==> config.mk <==
export PLATFORM = sky130hd
export DESIGN_NAME = param_shift_register
export DESIGN_NICKNAME = d
export VERILOG_FILES = /design/src/rtl/param_shift_register_pkg.sv /design/src/rtl/param_shift_register_counter.sv /design/src/rtl/param_shift_register.sv
export SDC_FILE = /design/constraint.sdc
export NUM_CORES = 1
export LEC_CHECK = 0
export CAP_MARGIN = 20
export CORE_UTILIZATION = 45
export CTS_CLUSTER_DIAMETER = 200
export DETAILED_ROUTE_END_ITERATION = 10
export MAX_ROUTING_LAYER = met4
export PLACE_DENSITY_LB_ADDON = 0.05
export SETUP_SLACK_MARGIN = 0.1
export SLEW_MARGIN = 40
export SYNTH_ARGS = -nofsm -noshare
export SYNTH_HDL_FRONTEND = slang
export SYNTH_HIERARCHICAL = 1
export SYNTH_SLANG_ARGS = --single-unit
==> constraint.sdc <==
create_clock -name clk -period 3.4 [get_ports clk]
set_input_delay 0.68 -clock clk [delete_from_list [all_inputs] [get_ports clk]]
set_output_delay 0.68 -clock clk [all_outputs]
set_load 0.05 [all_outputs]
==> src/rtl/param_shift_register_pkg.sv <==
// Shared definitions for the serial-adder operand shift register and its controller:
// state encoding and the bit-counter width helper.
package param_shift_register_pkg;

    typedef logic [1:0] sr_state_t;

    localparam sr_state_t ST_IDLE  = 2'd0;
    localparam sr_state_t ST_SHIFT = 2'd1;
    localparam sr_state_t ST_DONE  = 2'd2;

    // Counter width able to represent 0..width inclusive.
    function automatic int unsigned cw_width(input int unsigned width);
        return $clog2(width + 1);
    endfunction

endpackage

==> src/rtl/param_shift_register_counter.sv <==
// Saturating shift counter: counts enabled shifts since the last clear, flags the final shift.
module shift_bit_counter
    import param_shift_register_pkg::*;
#(
    parameter int unsigned WIDTH = 8,
    localparam int unsigned CW = cw_width(WIDTH)
) (
    input  logic          clk,
    input  logic          rst,
    input  logic          clr,
    input  logic          inc,
    output logic [CW-1:0] count,
    output logic          last
);

    logic [CW-1:0] count_q, count_d;

    always_comb begin
        count_d = count_q;
        if (clr) begin
            count_d = '0;
        end else if (inc && (count_q != CW'(WIDTH))) begin
            count_d = count_q + CW'(1);
        end
    end

    always_ff @(posedge clk or posedge rst) begin
        if (rst) begin
            count_q <= '0;
        end else begin
            count_q <= count_d;
        end
    end

    assign count = count_q;
    assign last  = (count_q == CW'(WIDTH - 1));

endmodule

==> src/rtl/param_shift_register.sv <==
// Parallel-in/serial-out operand register with serial fill, parallel readback,
// and a busy/done handshake driven by an internal bit counter.
module param_shift_register
    import param_shift_register_pkg::*;
#(
    parameter int unsigned WIDTH = 8,
    parameter bit LSB_FIRST = 1'b1,
    localparam int unsigned CW = cw_width(WIDTH)
) (
    input  logic             clk,
    input  logic             rst,
    input  logic             load,
    input  logic             enable,
    input  logic [WIDTH-1:0] sr_in,
    input  logic             ser_in,
    output logic             sr_out,
    output logic [WIDTH-1:0] par_out,
    output logic [CW-1:0]    count,
    output logic             busy,
    output logic             done
);

    sr_state_t        state_q, state_d;
    logic [WIDTH-1:0] data_q, data_d;
    logic [WIDTH-1:0] shifted;
    logic             do_shift;
    logic             last;

    // A load wins over enable; shifts happen only inside an active sequence.
    assign do_shift = !load && (state_q == ST_SHIFT) && enable;

    shift_bit_counter #(
        .WIDTH (WIDTH)
    ) u_counter (
        .clk   (clk),
        .rst   (rst),
        .clr   (load),
        .inc   (do_shift),
        .count (count),
        .last  (last)
    );

    always_ff @(posedge clk or posedge rst) begin
        if (rst) begin
            state_q <= ST_IDLE;
        end else begin
            state_q <= state_d;
        end
    end

    always_comb begin
        state_d = state_q;
        if (load) begin
            state_d = ST_SHIFT;
        end else begin
            case (state_q)
                ST_IDLE:  state_d = ST_IDLE;
                ST_SHIFT: if (enable && last) state_d = ST_DONE;
                ST_DONE:  state_d = ST_IDLE;
                default:  state_d = ST_IDLE;
            endcase
        end
    end

    always_comb begin
        busy = (state_q == ST_SHIFT);
        done = (state_q == ST_DONE);
    end

    always_comb begin
        if (LSB_FIRST) begin
            shifted = {ser_in, data_q[WIDTH-1:1]};
        end else begin
            shifted = {data_q[WIDTH-2:0], ser_in};
        end
    end

    always_comb begin
        data_d = data_q;
        if (load) begin
            data_d = sr_in;
        end else if (do_shift) begin
            data_d = shifted;
        end
    end

    always_ff @(posedge clk or posedge rst) begin
        if (rst) begin
            data_q <= '0;
        end else begin
            data_q <= data_d;
        end
    end

    assign sr_out  = LSB_FIRST ? data_q[0] : data_q[WIDTH-1];
    assign par_out = data_q;

endmodule
==> flow_summary.ini, run 1 <==
[sta]
slew_viol_final = 0
fin_worst_skew_ps = 4.12
setup_viol = 0
whs_ps = 514
rsz0062_at_grt = false
relSlewSlack_pct = 66.4
fmax_mhz = 413
period_share_pct = 71.2
tightest_slew_ps = 502
setup_tns_ps = 0
fin_crit_ps = 2420
finalHoldViolCount = 0

[logic_synthesis]
synthArstFlopShare_pct = 100
synth_area_leaders = dfrtp_1 (47%), a21o_1 (6.1%), a22o_1 (4.7%)
synth-seq-area-share_pct = 47.5
syn_nets = 81
synth_most_common_cell = dfrtp_1
netlist_instances = 66
synthTopCellsByCount = dfrtp_1 (14), a21o_1 (6), inv_1 (6)
syn_avg_cell_area_um2 = 11.2
syn_area_um2 = 738
yosysTopAreaCell = dfrtp_1
synth_top_area_share_pct = 47.5
ys.flop_type = dfrtp_1
ys.warnings.count = 6
synth_cell_types = 29
ys_ff_latch = 14
synth-edff-count = 0

[place]
placed_cells = 107
dpl.hpwl_um = 1030
io_buffers = 27
gp_congestion = 0.783

[layout]
fill_cells = 136
drive_gt1_share_pct = 13.7
nets = 111
fin_cells = 111
syn_to_final_growth_pct = 40.8
antenna_cells = 0

[critical_path]
critPathMaxStageDelay_ps = 850
worst-setup-path-type = reg -> out
critical_path.max_fanout = 4
endpoint = busy
cp_num_buf_inv = 1
ff2ff_path_depth = 4
cp.required_ps = 2720
endpoint_kind = output pin
r2r_slack_ps = 1950
path_delay_family = buffers and inverters
slowest_stage = clkdlybuf4s50_1
reg2reg_from = state_q[1]
crit_start = state_q[1]
critPathArrivalTime_ps = 1740
reg2reg_to = u_counter/count[2]
cp-start-kind = flip-flop
path_depth = 2
crit_chain = nor2b_1 -> clkdlybuf4s50_1

[routing]
drtIter0Drc = 7
first_pass_iters = 4
routedWlPerCell_um = 12.9
postRouteAntennaNets = 0
drcViolationCount = 0
viasPerCell = 5.27
vias = 585
wl_um = 1440

[grt]
grt_start_max_net_pins = 21
grt_pass1_vias = 547
track_usage_pct = 19.1
grt-ovfl-total = 0
grt_pass1_wl_um = 2440
antenna_found_initial = 0

[floorplan]
rows = 14
die-area_mm2 = 0.00181
coreArea_mm2 = 0.00152
start_util_pct = 48.4
fp.dieW_um = 42.5
io_pins = 28
die_h_um = 42.5

[clocking]
clock-sinks = 14
root_buffer = clkbuf_4
path_clk_slew_ps = 90
clkLatencyLatePin_ps = 280
ctsHoldBuffers = 0
htreeDepth = 1
cts_resized = 0
clockBufferDepth = 2
cts_inserted_buffers = 3
cts_tree = built
cts_setup_buffers = 0

[power]
power.leakage_nw = 0.467
power.density_mw_per_mm2 = 427
ir_drop_uv = 328

[job]
cap_violations = 0

[hold_path]
hp-class = reg -> reg

[outcome]
status = completed
==> per-stage QoR <==
| stage | total power (W) | cell area, µm² | worst slack, ps | utilization (%) |
|---|---|---|---|---|
| 2_1_floorplan | 0.000279 | 738 | 1560 | - |
| 3_3_place_gp | 0.000325 | 1000 | 1030 | 65.8 |
| 3_5_place_dp | 0.000326 | 1000 | 995 | 65.8 |
| 4_1_cts | 0.000447 | 1040 | 957 | 68.2 |
| 5_1_grt | 0.000462 | 1040 | 880 | 68.2 |
| 6_report | 0.000444 | 1040 | 979 | 68.2 |
==> registers in the layout (all words and copies together) (netlist names) <==
signal and count:
par_out 8, u_counter/count 4, state_q 2
==> report_power, final <==
group / leakage [nW] / total (W) / internal [W] / switching (W)
Combinational: 0.274 / 0.000133 / 0.0000545 / 0.0000785
Sequential: 0.172 / 0.000189 / 0.000179 / 0.0000104
Clock: 0.0210 / 0.000121 / 0.0000651 / 0.0000562
==> how the worst min path moves through the flow <==
| stage | slack, ps | start | end | cells after the start |
|---|---|---|---|---|
| floorplan | 450 | rst | u_counter/count[0] | 1 |
| CTS | 520 | par_out[2] | par_out[2] | 1 |
| finish | 510 | par_out[5] | par_out[5] | 1 |
| global placement | 500 | par_out[5] | par_out[5] | 1 |
| detailed placement | 490 | par_out[5] | par_out[5] | 1 |
| global route | 530 | par_out[2] | par_out[2] | 1 |
==> metal layers <==
metal	part of all wire, %	vias to the layer above	track usage (%)
li1	-	289	-
met1	46	271	26.3
met2	47	21	27.4
met3	5.4	4	3.02
met4	1.3	0	9.38
met5	0	-	-
==> layout make-up <==
class / instances / area (µm²) / share of cell area (%)
inverter: 6 / 22.5 / 2.17
tap: 16 / 20.0 / 1.93
timing repair buffer: 28 / 278 / 26.7
sequential: 14 / 350 / 33.7
multi-input combinational: 43 / 333 / 32.0
clock buffer: 4 / 36.3 / 3.49
==> kinds of logic after synthesis <==
| kind of cell | share of synthesized area (%) |
|---|---|
| xor+xnor | 1.19 |
| simple gates | 16.9 |
| buf+inv | 7.46 |
| fa+ha+maj | 3.39 |
| mux | 3.39 |
| compound gates | 20.2 |
| flops | 47.5 |
==> layout by cell type (no fill, tap or decap) <==
cell,synthesis,layout
mux2i_1,1,1
nand2b_1,2,2
buf_4,1,1
and2_2,1,1
and3b_2,1,1
a21oi_1,2,2
clkbuf_4,0,3
nand2_1,4,4
dfrtp_1,14,14
a31oi_1,1,1
and4bb_4,1,1
nor2_1,4,4
nor3_1,1,1
inv_1,6,6
a221oi_2,1,1
a21bo_2,1,1
ha_1,2,2
or3b_1,1,1
nor3_2,1,1
o21a_1,1,1
mux2_4,1,1
xor2_1,1,1
a221o_1,1,1
a21o_1,6,6
a22o_2,1,1
clkbuf_8,1,1
nand4_1,1,1
clkdlybuf4s50_1,0,27
nor2b_1,3,3
a22o_1,4,4
Note: power is estimated with default switching activity, not from simulation.
==> run 2: changes to the inputs <==
--- a/config.mk
+++ b/config.mk
@@ -6,7 +6,7 @@
 export NUM_CORES = 1
 export LEC_CHECK = 0
 export CAP_MARGIN = 20
-export CORE_UTILIZATION = 45
+export CORE_UTILIZATION = 38
 export CTS_CLUSTER_DIAMETER = 200
 export DETAILED_ROUTE_END_ITERATION = 10
 export MAX_ROUTING_LAYER = met4
==> constraint.sdc (replaced) <==
create_clock -name clk -period 2 [get_ports clk]
set_input_delay 0.4 -clock clk [delete_from_list [all_inputs] [get_ports clk]]
set_output_delay 0.4 -clock clk [all_outputs]
set_load 0.05 [all_outputs]
==> run 2 against run 1 <==
Against the previous run: count of clock-buffer cells in the layout unchanged; highest routed layer unchanged; sequential power up 70%; die area up 18%; critical endpoint is now par_out[1]; non-clock buffer count up 1; clock skew up 3.1 ps.
==> flow_summary.ini, run 2 (synthesis results as in run 1) <==
[clocking]
htreeDepth = 1
root_buffer = clkbuf_4
path_clk_slew_ps = 90
cts_tree = built
clockBufferDepth = 2
ctsHoldBuffers = 0
cts_resized = 5
cts_inserted_buffers = 3
clkLatencyLatePin_ps = 280
cts_setup_buffers = 0
clock-sinks = 14

[routing]
first_pass_iters = 3
postRouteAntennaNets = 0
routedWlPerCell_um = 12.3
drtIter0Drc = 4
viasPerCell = 4.79
drcViolationCount = 0
wl_um = 1480
vias = 579

[floorplan]
start_util_pct = 41.8
die_h_um = 46.1
rows = 15
fp.dieW_um = 46.1
io_pins = 28
coreArea_mm2 = 0.00176
die-area_mm2 = 0.00212

[critical_path]
critical_path.max_fanout = 2
cp_num_buf_inv = 1
cp-start-kind = flip-flop
path_delay_family = buffers and inverters
worst-setup-path-type = reg -> out
slowest_stage = clkdlybuf4s50_1
critPathMaxStageDelay_ps = 800
endpoint_kind = output pin
critPathArrivalTime_ps = 1430
cp.required_ps = 1600
crit_chain = clkdlybuf4s50_1

[grt]
grt_pass1_wl_um = 2440
grt-ovfl-total = 0
grt_start_max_net_pins = 20
track_usage_pct = 17.4
grt_pass1_vias = 557
antenna_found_initial = 0

[sta]
fin_crit_ps = 1830
setup_viol = 0
whs_ps = 328
setup_slack_ps = 171
fmax_mhz = 547
relSlewSlack_pct = 66.6
rsz0062_at_grt = false
finalHoldViolCount = 0
tightest_slew_ps = 501
slew_viol_final = 0
period_share_pct = 91.5
fin_worst_skew_ps = 7.19
setup_tns_ps = 0

[layout]
antenna_cells = 0
syn_to_final_growth_pct = 44.2
largest_reg_flops = 8
final_common_cell = dfrtp_1
drive_gt1_share_pct = 16.7
fin_cells = 121
nets = 112
layout_common_cells = dfrtp_1 (14), clkdlybuf4s50_1 (13), dlymetal6s2s_1 (7)

[power]
power.leakage_nw = 0.560
power.total_w = 0.000746
power.density_mw_per_mm2 = 700
ir_drop_uv = 406

[place]
dpl.hpwl_um = 1090
gp_congestion = 0.723
dp_slack_ps = 141
io_buffers = 27
placed_cells = 117

[outcome]
status = completed

[hold_path]
hp-class = in -> async

[job]
cap_violations = 0
[run 2: metal layers]
metal	vias to the layer above	share of wire (%)	global-route usage, %
met5	-	0	-
met4	0	1.7	10.6
met2	17	44	24.5
met1	266	50	21.9
met3	4	5.0	4.71
li1	292	-	-
[run 2: report_power, final]
part	leakage, nW	internal [W]	switching (W)	total (W)
Combinational	0.367	0.0000887	0.000133	0.000221
Sequential	0.172	0.000304	0.0000176	0.000322
Clock	0.0210	0.000111	0.0000921	0.000203
[run 2: final timing paths]
| kind | from | cells past startpoint | end | slack, ps |
|---|---|---|---|---|
| min in group clk | par_out[3] | 1 | par_out[3] | 510 |
| hold / removal | rst | 2 | u_counter/count[0] | 330 |
| setup reg to reg | u_counter/count[0] | 5 | u_counter/count[0] | 640 |
| setup / recovery | par_out[1] | 1 | par_out[1] | 170 |
| max in group asynchronous | rst | 2 | state_q[0] | 1270 |
| hold reg to reg | par_out[3] | 1 | par_out[3] | 510 |
[run 2: final cells by class]
| type | instances | area (µm²) |
|---|---|---|
| fill | 164 | 699 |
| sequential | 14 | 350 |
| multi-input combinational | 43 | 333 |
| timing repair buffer | 29 | 292 |
| clock buffer | 4 | 36.3 |
| tap | 25 | 31.3 |
| inverter | 6 | 22.5 |
[run 2: metrics by stage]
stage | instance area (µm²) | util, %
2_1_floorplan | 738 | -
4_1_cts | 1050 | 59.4
5_1_grt | 1060 | 60.4
3_5_place_dp | 1020 | 57.7
3_3_place_gp | 1020 | 57.7
6_report | 1060 | 60.4
